==> config.mk <==
export PLATFORM = sky130hd
export DESIGN_NAME = core_seq_ctrl
export DESIGN_NICKNAME = d
export VERILOG_FILES = /design/src/rtl/core_seq_ctrl.sv
export SDC_FILE = /design/constraint.sdc
export NUM_CORES = 1
export LEC_CHECK = 0
export ABC_AREA = 1
export BUFFER_PORTS_ARGS = -buffer_cell sky130_fd_sc_hd__buf_2
export CAP_MARGIN = 15
export CORE_MARGIN = 3
export CORE_UTILIZATION = 45
export CTS_CLUSTER_DIAMETER = 40
export DETAILED_ROUTE_END_ITERATION = 10
export PLACE_DENSITY = 0.7
export SETUP_SLACK_MARGIN = 0.15
export SLEW_MARGIN = 0
export SYNTH_ARGS = -nofsm -noshare
export SYNTH_HDL_FRONTEND = slang
export SYNTH_SLANG_ARGS = --single-unit
==> constraint.sdc <==
create_clock -name i_clk -period 4.1 [get_ports i_clk]
set_input_delay 0.41 -clock i_clk [delete_from_list [all_inputs] [get_ports i_clk]]
set_output_delay 0.41 -clock i_clk [all_outputs]
set_load 0.1 [all_outputs]
==> src/rtl/core_seq_ctrl.sv <==
// Multi-cycle IF/ID/EX/MEM/WB sequencer for the single-issue NPC core.
// Optional simulation trace output is enabled with the CORE_SEQ_TRACE_EN macro.
module core_seq_ctrl #(
    parameter int TIMEOUT_CYC = 255,
    parameter int CNT_WIDTH   = 32
) (
    input  logic                 i_clk,
    input  logic                 i_rst_n,
    output logic                 o_ifu_req,
    input  logic                 i_ifu_ack,
    output logic                 o_ir_wen,
    input  logic                 i_is_load,
    input  logic                 i_is_store,
    input  logic                 i_rdwen,
    input  logic                 i_ebreak,
    input  logic                 i_illegal,
    output logic                 o_lsu_req,
    input  logic                 i_lsu_ack,
    output logic                 o_rf_wen,
    output logic                 o_pc_wen,
    output logic                 o_retire,
    output logic [CNT_WIDTH-1:0] o_retire_cnt,
    output logic [2:0]           o_state,
    output logic                 o_halt,
    output logic                 o_err
);

    typedef enum logic [2:0] {
        S_IDLE = 3'd0,
        S_IF   = 3'd1,
        S_ID   = 3'd2,
        S_EX   = 3'd3,
        S_MEM  = 3'd4,
        S_WB   = 3'd5,
        S_HALT = 3'd6,
        S_ERR  = 3'd7
    } state_t;

    // The wait counter only ever needs to hold TIMEOUT_CYC-1.
    localparam int TW         = (TIMEOUT_CYC > 1) ? $clog2(TIMEOUT_CYC) : 1;
    localparam int TMO_LAST_I = (TIMEOUT_CYC > 0) ? TIMEOUT_CYC - 1 : 0;
    localparam logic [TW-1:0] TMO_LAST = TMO_LAST_I[TW-1:0];

    state_t               state_reg, state_next;
    logic [TW-1:0]        tmo_reg, tmo_next;
    logic [CNT_WIDTH-1:0] cnt_reg;
    logic                 tmo_hit;

    assign tmo_hit      = (TIMEOUT_CYC != 0) && (tmo_reg == TMO_LAST);
    assign o_state      = state_reg;
    assign o_retire_cnt = cnt_reg;

    always_ff @(posedge i_clk) begin
        if (!i_rst_n) begin
            state_reg <= S_IDLE;
            tmo_reg   <= '0;
            cnt_reg   <= '0;
        end else begin
            state_reg <= state_next;
            tmo_reg   <= tmo_next;
            if (state_reg == S_WB)
                cnt_reg <= cnt_reg + 1'b1;
        end
    end

    // The wait counter is held at zero outside IF/MEM, so it is already
    // clear on every entry to either waiting state.
    always_comb begin
        state_next = state_reg;
        tmo_next   = '0;
        o_ifu_req  = 1'b0;
        o_ir_wen   = 1'b0;
        o_lsu_req  = 1'b0;
        o_rf_wen   = 1'b0;
        o_pc_wen   = 1'b0;
        o_retire   = 1'b0;
        o_halt     = 1'b0;
        o_err      = 1'b0;
        case (state_reg)
            S_IDLE: state_next = S_IF;
            S_IF: begin
                o_ifu_req = 1'b1;
                if (i_ifu_ack) begin
                    o_ir_wen   = 1'b1;
                    state_next = S_ID;
                end else if (tmo_hit) begin
                    state_next = S_ERR;
                end else begin
                    tmo_next = tmo_reg + 1'b1;
                end
            end
            S_ID: begin
                if (i_illegal)
                    state_next = S_ERR;
                else if (i_ebreak)
                    state_next = S_HALT;
                else
                    state_next = S_EX;
            end
            S_EX: state_next = (i_is_load || i_is_store) ? S_MEM : S_WB;
            S_MEM: begin
                o_lsu_req = 1'b1;
                if (i_lsu_ack)
                    state_next = S_WB;
                else if (tmo_hit)
                    state_next = S_ERR;
                else
                    tmo_next = tmo_reg + 1'b1;
            end
            S_WB: begin
                o_rf_wen   = i_rdwen & ~i_is_store;
                o_pc_wen   = 1'b1;
                o_retire   = 1'b1;
                state_next = S_IF;
            end
            // Flags are masked while reset is held so they read 0 before the edge too.
            S_HALT: o_halt = i_rst_n;
            S_ERR:  o_err  = i_rst_n;
            default: state_next = S_IDLE;
        endcase
    end

`ifdef CORE_SEQ_TRACE_EN
    always_ff @(posedge i_clk) begin
        if (i_rst_n) begin
            if (o_retire)
                $display("[core_seq_ctrl] retire #%0d rf_wen=%0b", cnt_reg + 1'b1, o_rf_wen);
            if (state_next == S_HALT && state_reg != S_HALT)
                $display("[core_seq_ctrl] HIT EBREAK after %0d retired", cnt_reg);
            if (state_next == S_ERR && state_reg != S_ERR) begin
                if (state_reg == S_ID)
                    $display("[core_seq_ctrl] error: illegal instruction");
                else if (state_reg == S_IF)
                    $display("[core_seq_ctrl] error: timeout on ifu port");
                else
                    $display("[core_seq_ctrl] error: timeout on lsu port");
                $finish;
            end
        end
    end
`endif

endmodule

Word-level counts from Yosys, hierarchy flattened
Cells that the tools add are included.
{ "word_totals": {"reg_bits": 43, "out_inout_bits": 43} }
{ "op_classes": {"n_addsub": 2, "n_eq_ne": 8, "muxes": 19, "bitwise_logic": 2, "n_reduce_logical": 4} }
{ "ops": {"columns": ["op", "n"], "rows": [
  ["$add 32x1->32 const B", 1],
  ["$mux 8", 3],
  ["$pmux 8 s2", 1],
  ["$mux 3", 5],
  ["$pmux 3 s5", 1],
  ["$eq 3x3->1 const B", 4],
  ["$mux 1", 9],
  ["$add 8x1->8 const B", 1],
  ["$eq 8x8->1 const B", 1],
  ["$eq 3x2->1 const B", 2],
  ["$reduce_bool 5->1", 1],
  ["$eq 3x1->1 const B", 1],
  ["$logic_not 3->1", 1],
  ["$reduce_or 2->1", 1],
  ["$and 1x1->1", 1],
  ["$logic_or 1x1->1", 1],
  ["$not 1->1", 1]
]} }

Depth between registers and ports, before layout
Gate-level depths: netlist of the first run.
{ "depth": {"ltp_word": 4, "depth_mapped": 10, "depth_no_buf": 10} }

Worst setup path after synthesis of the first run
OpenSTA, ideal clock, no wires.
{ "synth_timing": {"path_kind": "register to output", "start": "register state_reg[0] (netlist: o_state[0])", "end": "output port o_err", "arrival_time_ns": 3.420, "path_slack_ns": 0.270, "path_stages_with_launch": 4, "n_path_buf": 1, "path_cell_list": "dfxtp_1 buf_2 inv_1 nor3_1"} }
{ "synth_between": {"elab_chain_cells": 2} }
{ "synth_lines": {"columns": ["element", "line_no", "rtl"], "rows": [
  ["start, declared", "44", "state_t state_reg, state_next;"],
  ["start signal, assigned", "59", "state_reg <= state_next;"],
  ["$eq 3x3->1", "79", "case (state_reg)"],
  ["$mux 1", "79", null],
  ["end, declared", "25", "output logic o_err"]
]} }
No other way between the ends.

Final worst setup path of the first run
{ "layout_timing": {"start": "register state_reg[0] (netlist: o_state[0])", "end": "output port o_rf_wen"} }
{ "layout_between": {"elab_chain_cells": 2} }
{ "layout_lines": {"columns": ["element", "line_no", "rtl"], "rows": [
  ["$eq 3x3->1", "79", null],
  ["$mux 1", "79", null],
  ["end, declared", "19", "output logic o_rf_wen,"]
]} }
No other way between the ends.

==> results of run 1 <==
-- cells in the mapped netlist (4+ instances only) --
cell                        n  share of area [%]
sky130_fd_sc_hd__dfxtp_1   43                 35
sky130_fd_sc_hd__nor3_1     7                1.4
sky130_fd_sc_hd__nand3_1   18                3.7
sky130_fd_sc_hd__nand2_1  107                 16
sky130_fd_sc_hd__nor2_2     4                1.0
sky130_fd_sc_hd__xor2_1     4                1.4
sky130_fd_sc_hd__nor2_4     5                2.3
sky130_fd_sc_hd__o21ai_0   11                2.3
sky130_fd_sc_hd__a21oi_1   23                4.7
sky130_fd_sc_hd__nor2_1    70                 11
sky130_fd_sc_hd__nand4_1    8                2.1
sky130_fd_sc_hd__inv_1     42                6.5
-- layer usage --
layer  vias up  track usage, %  part of all wire [%]
li1       1305               -                     -
met1      1074            22.5                    48
met2        41            32.0                    46
met3         7            4.74                   4.5
met4         0            6.19                   1.4
met5         -               0                     0
-- area by class of cell --
cell class	instances	area share, %
multi-input combinational	284	48.4
sequential	43	30.2
timing repair buffer	51	8.95
inverter	44	5.79
clock buffer	7	3.38
tap	70	3.07
clock inverter	1	0.263
-- critical path, stage by stage, from the launching register on --
cell,delay (ps)
sky130_fd_sc_hd__dfxtp_1,530
sky130_fd_sc_hd__nand3_4,250
sky130_fd_sc_hd__clkinv_1,220
sky130_fd_sc_hd__nand2_1,70
sky130_fd_sc_hd__nor2_1,70
sky130_fd_sc_hd__buf_2,420
-- power groups by stage --
| stage | Sequential, mW | Combinational (mW) | Clock [mW] |
|---|---|---|---|
| 2_1_floorplan | 0.468 | 0.0748 | 0 |
| 3_3_place_gp | 0.441 | 0.120 | 0 |
| 3_5_place_dp | 0.442 | 0.120 | 0 |
| 4_1_cts | 0.432 | 0.121 | 0.316 |
| 5_1_grt | 0.433 | 0.127 | 0.329 |
| 6_report | 0.432 | 0.120 | 0.305 |
-- kinds of logic after synthesis --
| logic type | Yosys count |
|---|---|
| AO/OA/AOI/OAI | 44 |
| AND/OR/NAND/NOR | 230 |
| adder cells (fa/ha/maj) | 3 |
| buffers and inverters | 50 |
| XOR/XNOR | 7 |
| flip-flops | 43 |
-- cells in the final DEF, fill, tap and decap left out --
cell,Yosys,final
sky130_fd_sc_hd__nand2_1,107,107
sky130_fd_sc_hd__nor2_1,70,70
sky130_fd_sc_hd__buf_2,3,51
sky130_fd_sc_hd__dfxtp_1,43,43
sky130_fd_sc_hd__inv_1,42,42
sky130_fd_sc_hd__a21oi_1,23,23
sky130_fd_sc_hd__nand3_1,18,18
sky130_fd_sc_hd__o21ai_0,11,11
sky130_fd_sc_hd__nand4_1,8,8
sky130_fd_sc_hd__nor3_1,7,7
sky130_fd_sc_hd__clkbuf_8,0,7
sky130_fd_sc_hd__nor2_4,5,5
sky130_fd_sc_hd__xor2_1,4,4
sky130_fd_sc_hd__nor2_2,4,4
sky130_fd_sc_hd__xnor2_1,3,3
sky130_fd_sc_hd__ha_1,3,3
sky130_fd_sc_hd__o21ai_1,2,2
sky130_fd_sc_hd__nand3_2,2,2
sky130_fd_sc_hd__nor3b_1,2,2
sky130_fd_sc_hd__a211oi_1,2,2
sky130_fd_sc_hd__inv_2,1,1
sky130_fd_sc_hd__nand3_4,1,1
sky130_fd_sc_hd__clkinv_1,1,1
sky130_fd_sc_hd__o22ai_1,1,1
sky130_fd_sc_hd__nor3_2,1,1
sky130_fd_sc_hd__nor3b_2,1,1
sky130_fd_sc_hd__nor4_1,1,1
sky130_fd_sc_hd__o31ai_1,1,1
sky130_fd_sc_hd__a31oi_1,1,1
sky130_fd_sc_hd__nand4_4,1,1
sky130_fd_sc_hd__nand2_4,1,1
sky130_fd_sc_hd__nand2_2,1,1
sky130_fd_sc_hd__o211a_1,1,1
sky130_fd_sc_hd__o21a_1,1,1
sky130_fd_sc_hd__o211ai_1,1,1
sky130_fd_sc_hd__clkinvlp_4,0,1
-- through the flow --
step                      hold WS [ps]  instances  cell area [um^2]  utilization (%)  worst slack (ps)
after floorplan                    441        377              2440                -               270
after global placement             459        492              2750             53.1              1900
after detailed placement           477        492              2750             53.1              1860
after CTS                          434        500              2850             55.2              1790
after global routing               434        500              2850             55.2              1660
final                              443        500              2850             55.2              1810
-- worst max path at each step --
stage | end | slack [ps] | cells past startpoint
after floorplan | o_err | 270 | 3
after detailed placement | o_err | 1860 | 4
after global placement | o_halt | 1900 | 4
after CTS | o_rf_wen | 1790 | 5
final | o_rf_wen | 1810 | 5
after global routing | o_rf_wen | 1660 | 5
==> qor.csv, run 1 <==
stage,metric,value,unit
status,result of the run,"finished, final reports clean",
placed_design,placed wire-length estimate after detailed placement,4370,um
route,"wirelength, routed",5650,um
yosys,#FFs+latches synth,43,
clock_tree,deepest clock path buffer count,2,
power,logic gate share of total power,14.0,%
clock_tree,number of buffers inserted during clock tree synthesis,5,
placed_design,Port-buffer cells,51,
power,switching part of the total,30.5,%
route,Routed wire per std cell,11.3,um
clock_tree,post-cts repair resize count,0,
setup_path,Crit. Startpoint,o_state[0],
hold_path,hold worst-path end,o_state[2],
setup_path,number of cells traversed by the worst register-to-register path,7,
hold_path,beginning of the worst hold path,i_illegal,
timing,# setup viols final,0,
global_routing,wire length of the first global-routing pass,9380,um
setup_path,"Arr. time, crit path",1880,ps
route,DRC,0,
clock_tree,Clock Latency Late Sink,300,ps
yosys,combinational family with the most area after synthesis,simple AND/OR/NAND/NOR gates,
clock_tree,maximum level of the CTS H-tree,2,
yosys,compound-cell area share of the yosys netlist,9.86,%
timing,transition time of the tightest slew-check pin,515,ps
clock_tree,clock sinks,43,
yosys,Synth Area in Adders,1.54,%
final_layout,flip-flop count of the largest register after layout,32,
yosys,xor/xnor share of the synthesized area,2.52,%
power,Final Power,857,uW
clock_tree,register clock-pin slew on the reported worst setup and hold paths,80,ps
global_routing,number of antenna violations at the first check in global routing,0,
route,routed vias,2427,
placed_design,RePlAce Congestion,0.865,
timing,Final Hold Vio Count,0,
die,boundary pin count,52,
global_routing,total routing resource utilization after global routing,18.6,%
die,Die Area,6330,um^2
flow_run,max capacitance violation total,0,
yosys,number of enable flip-flop cells after synthesis,0,
final_layout,nets,441,
die,Horiz. Die Dim,79.6,um
final_layout,fraction of final layout cells with drive strength greater than 1,17.9,%
timing,setup repair after global routing missed its margin,false,
timing,final critical delay including setup and external delays,2290,ps
yosys,Syn Area/Cell,6.46,um^2
timing,final worst clock skew,9.85,ps
power,Flop pwr share,50.4,%
timing,share of the clock period used by the worst path after layout,55.9,%
yosys,YS warnings,0,
timing,final total negative setup slack,0,ps
clock_tree,number of hold buffers added after cts,0,
die,standard-cell rows,26,
final_layout,fill cell total of the finished layout,549,
timing,highest attainable clock frequency,436,MHz
yosys,"basic-gate share of the synthesized area counting and, or, nand and nor cells",42.7,%
global_routing,number of global-route vias before repair,2110,
setup_path,required time at the worst-slack endpoint,3690,ps
die,Die Span Y,79.6,um
yosys,post-synthesis cell count,377,
final_layout,area taken by multi-input logic gates,1380,um^2
die,starting density of the core,47.1,%
route,routed via count divided by cell count,4.85,
power,switching power of the nets,261,uW
power,internal cell power,596,uW
power,cell leakage power,1.20,nW
setup_path,r2r startpoint,o_state[0],
timing,number of pins exceeding their max-slew limit in the final report,0,
setup_path,internal reg-to-reg setup slack,2410,ps
setup_path,Crit Reg-Reg Endpoint,o_retire_cnt[25],
clock_tree,post-CTS setup buffers,0,
setup_path,largest driver fanout on the critical path,14,
hold_path,hold path cells,3,
die,core region area,5170,um^2
clock_tree,Clock Tree Root,sky130_fd_sc_hd__clkbuf_8,
yosys,Synth async-reset ratio,0,%
yosys,post-synthesis instance area,2440,um^2
power,clock network fraction of total power,35.6,%
yosys,prevailing post-synth register cell,sky130_fd_sc_hd__dfxtp_1,
power,highest ir drop seen on vdd,208,uV
global_routing,pin count of the biggest net entering global routing,24,
route,number of violations reported at the end of detailed-routing iteration 0,73,
yosys,count of cell types in the netlist,37,
global_routing,leftover overflow at the end of global routing,0,
setup_path,endpoint class of the critical path,primary output,
yosys,Post-Synthesis Net Count,389,
hold_path,class of the worst hold path,primary input to register,
final_layout,Area Growth Syn to Fin,17.1,%
clock_tree,CTS tree,built,
final_layout,sequential standard cell area,861,um^2
power,P per Cell Area,301,nW/um^2
setup_path,critical setup path kind,register to primary output,
final_layout,number of antenna cells inserted,0,
route,first-pass detailed-route iteration total,4,
timing,worst slew margin relative to its limit,65.6,%
setup_path,startpoint types,register,
yosys,post-synthesis mux area share,0,%
yosys,sequential element share of the synthesized area,35.3,%
route,DRT antenna net count,0,
Note: power is estimated with default switching activity, not from simulation.
==> run 2, diff against run 1 <==
==> constraint.sdc (replaced) <==
create_clock -name i_clk -period 2.35 [get_ports i_clk]
set_input_delay 0.235 -clock i_clk [delete_from_list [all_inputs] [get_ports i_clk]]
set_output_delay 0.235 -clock i_clk [all_outputs]
set_load 0.1 [all_outputs]
==> run 2 against run 1 <==
Compared with the run above:
- routed wire length grew 1.3%
- cell area rose by 1.4%
- setup slack got worse by 1400 ps
- die area unchanged
- critical path depth increased by 1
- critical path type unchanged
==> qor.csv, run 2 (synthesis results as in run 1) <==
stage,metric,value,unit,change
status,result of the run,"finished, final reports clean",,
final_layout,fraction of final layout cells with drive strength greater than 1,20.1,%,+2.2 points
final_layout,flip-flop count of the largest register after layout,32,,unchanged
power,Final Power,1.44,mW,+68%
setup_path,internal reg-to-reg setup slack,770,ps,-1640 ps
route,DRC,0,,unchanged
timing,highest attainable clock frequency,514,MHz,
setup_path,largest driver fanout on the critical path,14,,unchanged
die,standard-cell rows,26,,unchanged
placed_design,pre-CTS setup slack,716,ps,-1140 ps
placed_design,Port-buffer cells,51,,unchanged
global_routing,pin count of the biggest net entering global routing,23,,-4.2%
die,Die Span Y,79.6,um,unchanged
timing,transition time of the tightest slew-check pin,493,ps,-21.9 ps
route,DRT antenna net count,0,,unchanged
hold_path,beginning of the worst hold path,i_illegal,,
route,length of routed met3 wiring,323,um,+28%
clock_tree,post-CTS setup buffers,0,,unchanged
route,"wirelength, routed",5730,um,+1.3%
placed_design,placed wire-length estimate after detailed placement,4500,um,+3.0%
route,number of violations reported at the end of detailed-routing iteration 0,131,,+79%
power,P per Cell Area,497,nW/um^2,+65%
timing,number of pins exceeding their max-slew limit in the final report,0,,unchanged
setup_path,required time at the worst-slack endpoint,2120,ps,-1570 ps
flow_run,max capacitance violation total,0,,unchanged
global_routing,total routing resource utilization after global routing,19.9,%,+1.2 points
setup_path,Crit. path cell count,6,,+1
power,switching power of the nets,450,uW,+72%
clock_tree,Clock Tree Root,sky130_fd_sc_hd__clkbuf_8,,
die,Die Area,6330,um^2,unchanged
power,clock network fraction of total power,32.0,%,-3.6 points
global_routing,number of antenna violations at the first check in global routing,0,,unchanged
placed_design,RePlAce Congestion,0.838,,-3.2%
clock_tree,deepest clock path buffer count,2,,unchanged
clock_tree,post-cts repair resize count,0,,unchanged
timing,share of the clock period used by the worst path after layout,82.7,%,
setup_path,worst-path cell with the longest stage delay,sky130_fd_sc_hd__buf_2,,
final_layout,number of antenna cells inserted,0,,unchanged
timing,Final Hold Vio Count,0,,unchanged
power,cell leakage power,1.22,nW,+1.2%
power,Flop pwr share,52.7,%,+2.3 points
setup_path,cell type group with the largest total delay on the critical path,buffers and inverters,,
global_routing,wire length of the first global-routing pass,10100,um,+7.3%
die,starting density of the core,47.1,%,unchanged
final_layout,"commonest cells after routing, fill and taps aside","sky130_fd_sc_hd__nand2_1, sky130_fd_sc_hd__nor2_1, sky130_fd_sc_hd__buf_2, sky130_fd_sc_hd__inv_1, sky130_fd_sc_hd__dfxtp_1",,
final_layout,nets,443,,+0.45%
route,met2 layer wire length in the routed design,2680,um,+2.8%
timing,final worst clock skew,10.6,ps,+0.749 ps
route,routed vias,2406,,-0.87%
timing,setup repair after global routing missed its margin,false,,
final_layout,post-route core utilization,55.9,%,+0.75 points
clock_tree,register clock-pin slew on the reported worst setup and hold paths,80,ps,about the same
timing,final total negative setup slack,0,ps,unchanged
clock_tree,clock sinks,43,,unchanged
power,highest ir drop seen on vdd,355,uV,+71%
clock_tree,maximum level of the CTS H-tree,2,,unchanged
setup_path,number of cells traversed by the worst register-to-register path,10,,+3
clock_tree,number of buffers inserted during clock tree synthesis,5,,unchanged
route,Met1 Wirelength,2670,um,-1.5%
power,logic gate share of total power,15.3,%,+1.3 points
die,core region area,5170,um^2,unchanged
setup_path,worst stage delay on the critical path,420,ps,-110 ps
power,switching part of the total,31.3,%,+0.86 points
die,boundary pin count,52,,unchanged
setup_path,r2r startpoint,o_retire_cnt[0],,
final_layout,"most common cell after layout, fill and taps aside",sky130_fd_sc_hd__nand2_1,,
setup_path,Crit Reg-Reg Endpoint,o_retire_cnt[18],,
hold_path,hold worst-path end,o_state[2],,
global_routing,leftover overflow at the end of global routing,0,,unchanged
clock_tree,CTS tree,built,,
route,routed via count divided by cell count,4.79,,-1.3%
route,highest metal layer with signal wires,met4,,
timing,final critical delay including setup and external delays,1940,ps,
setup_path,critical setup path kind,register to primary output,,
setup_path,"Arr. time, crit path",1710,ps,-170 ps
timing,# setup viols final,0,,unchanged
clock_tree,number of hold buffers added after cts,0,,unchanged
timing,worst slew margin relative to its limit,67.4,%,+1.7 points
die,Horiz. Die Dim,79.6,um,unchanged
global_routing,number of global-route vias before repair,2271,,+7.6%
timing,final worst-path setup slack,405,ps,-1400 ps
setup_path,number of buffers and inverters on the critical path,3,,+1
setup_path,ordered cell list for the critical path,inv_2 -> nand3_4 -> clkinv_4 -> nand2_1 -> nor2_4 -> buf_2,,
hold_path,hold path cells,3,,unchanged
final_layout,Area Growth Syn to Fin,18.7,%,
hold_path,class of the worst hold path,primary input to register,,
setup_path,startpoint types,register,,
clock_tree,Clock Latency Late Sink,300,ps,about the same
power,internal cell power,987,uW,+66%
setup_path,endpoint class of the critical path,primary output,,
route,Routed wire per std cell,11.4,um,+0.94%
route,first-pass detailed-route iteration total,4,,unchanged
run 2: cell count changes in the layout (fill, tap and decap cells not counted), moves of 2 or more:
| cell | previous run | this run |
|---|---|---|
| sky130_fd_sc_hd__buf_4 | 0 | 2 |
| sky130_fd_sc_hd__clkbuf_1 | 0 | 2 |
| sky130_fd_sc_hd__clkbuf_8 | 7 | 5 |
| sky130_fd_sc_hd__dfxtp_1 | 43 | 38 |
| sky130_fd_sc_hd__dfxtp_2 | 0 | 4 |
| sky130_fd_sc_hd__nor2_1 | 70 | 68 |
| sky130_fd_sc_hd__nor3_1 | 7 | 5 |
| sky130_fd_sc_hd__nor3_4 | 0 | 2 |
run 2: worst register-to-register path, cell delays in order, from the launching register on:
cell	delay (ps)
sky130_fd_sc_hd__dfxtp_2	360
sky130_fd_sc_hd__ha_1	200
sky130_fd_sc_hd__nand3_1	160
sky130_fd_sc_hd__nor2_4	230
sky130_fd_sc_hd__nand2_4	80
sky130_fd_sc_hd__nor2_4	110
sky130_fd_sc_hd__nand2_2	80
sky130_fd_sc_hd__nor2_2	110
sky130_fd_sc_hd__nand2_1	60
sky130_fd_sc_hd__nand2_1	60
sky130_fd_sc_hd__nor2_1	40
run 2: metrics by stage:
| stage | cells | hold slack (ps) | cell area, um^2 |
|---|---|---|---|
| finish | 502 | 274 | 2890 |
| global route | 502 | 312 | 2890 |
| CTS | 502 | 270 | 2890 |
| detailed placement | 494 | 476 | 2810 |
| global placement | 494 | 460 | 2810 |
| floorplan | 377 | 375 | 2480 |
run 2: worst max-delay path by stage:
stage                          from               end
global placement         o_state[1]          o_rf_wen
finish                   o_state[1]          o_rf_wen
detailed placement       o_state[1]          o_rf_wen
CTS                      o_state[1]          o_rf_wen
global route             o_state[1]          o_rf_wen
floorplan           o_retire_cnt[3]  o_retire_cnt[18]
run 2: area by class of cell:
class,count,area (um^2)
fillers,519,2280
multi-input cells,284,1410
flip-flops and latches,43,870
repair buffers,53,270
inverters,44,170
well taps,70,87.6
clock buffers,7,76.3
clock inverters,1,5.00
run 2: metal layers:
layer | track usage [%] | up-vias
li1 | - | 1304
met1 | 24.4 | 1048
met2 | 34.5 | 50
met3 | 4.85 | 4
met4 | 5.15 | 0
met5 | 0 | -
run 2: power groups by stage:
stage | clock [mW] | sequential, mW | combinational, mW
floorplan | 0 | 0.818 | 0.136
detailed placement | 0 | 0.774 | 0.221
global placement | 0 | 0.773 | 0.220
CTS | 0.476 | 0.757 | 0.221
global route | 0.498 | 0.759 | 0.236
finish | 0.460 | 0.757 | 0.220
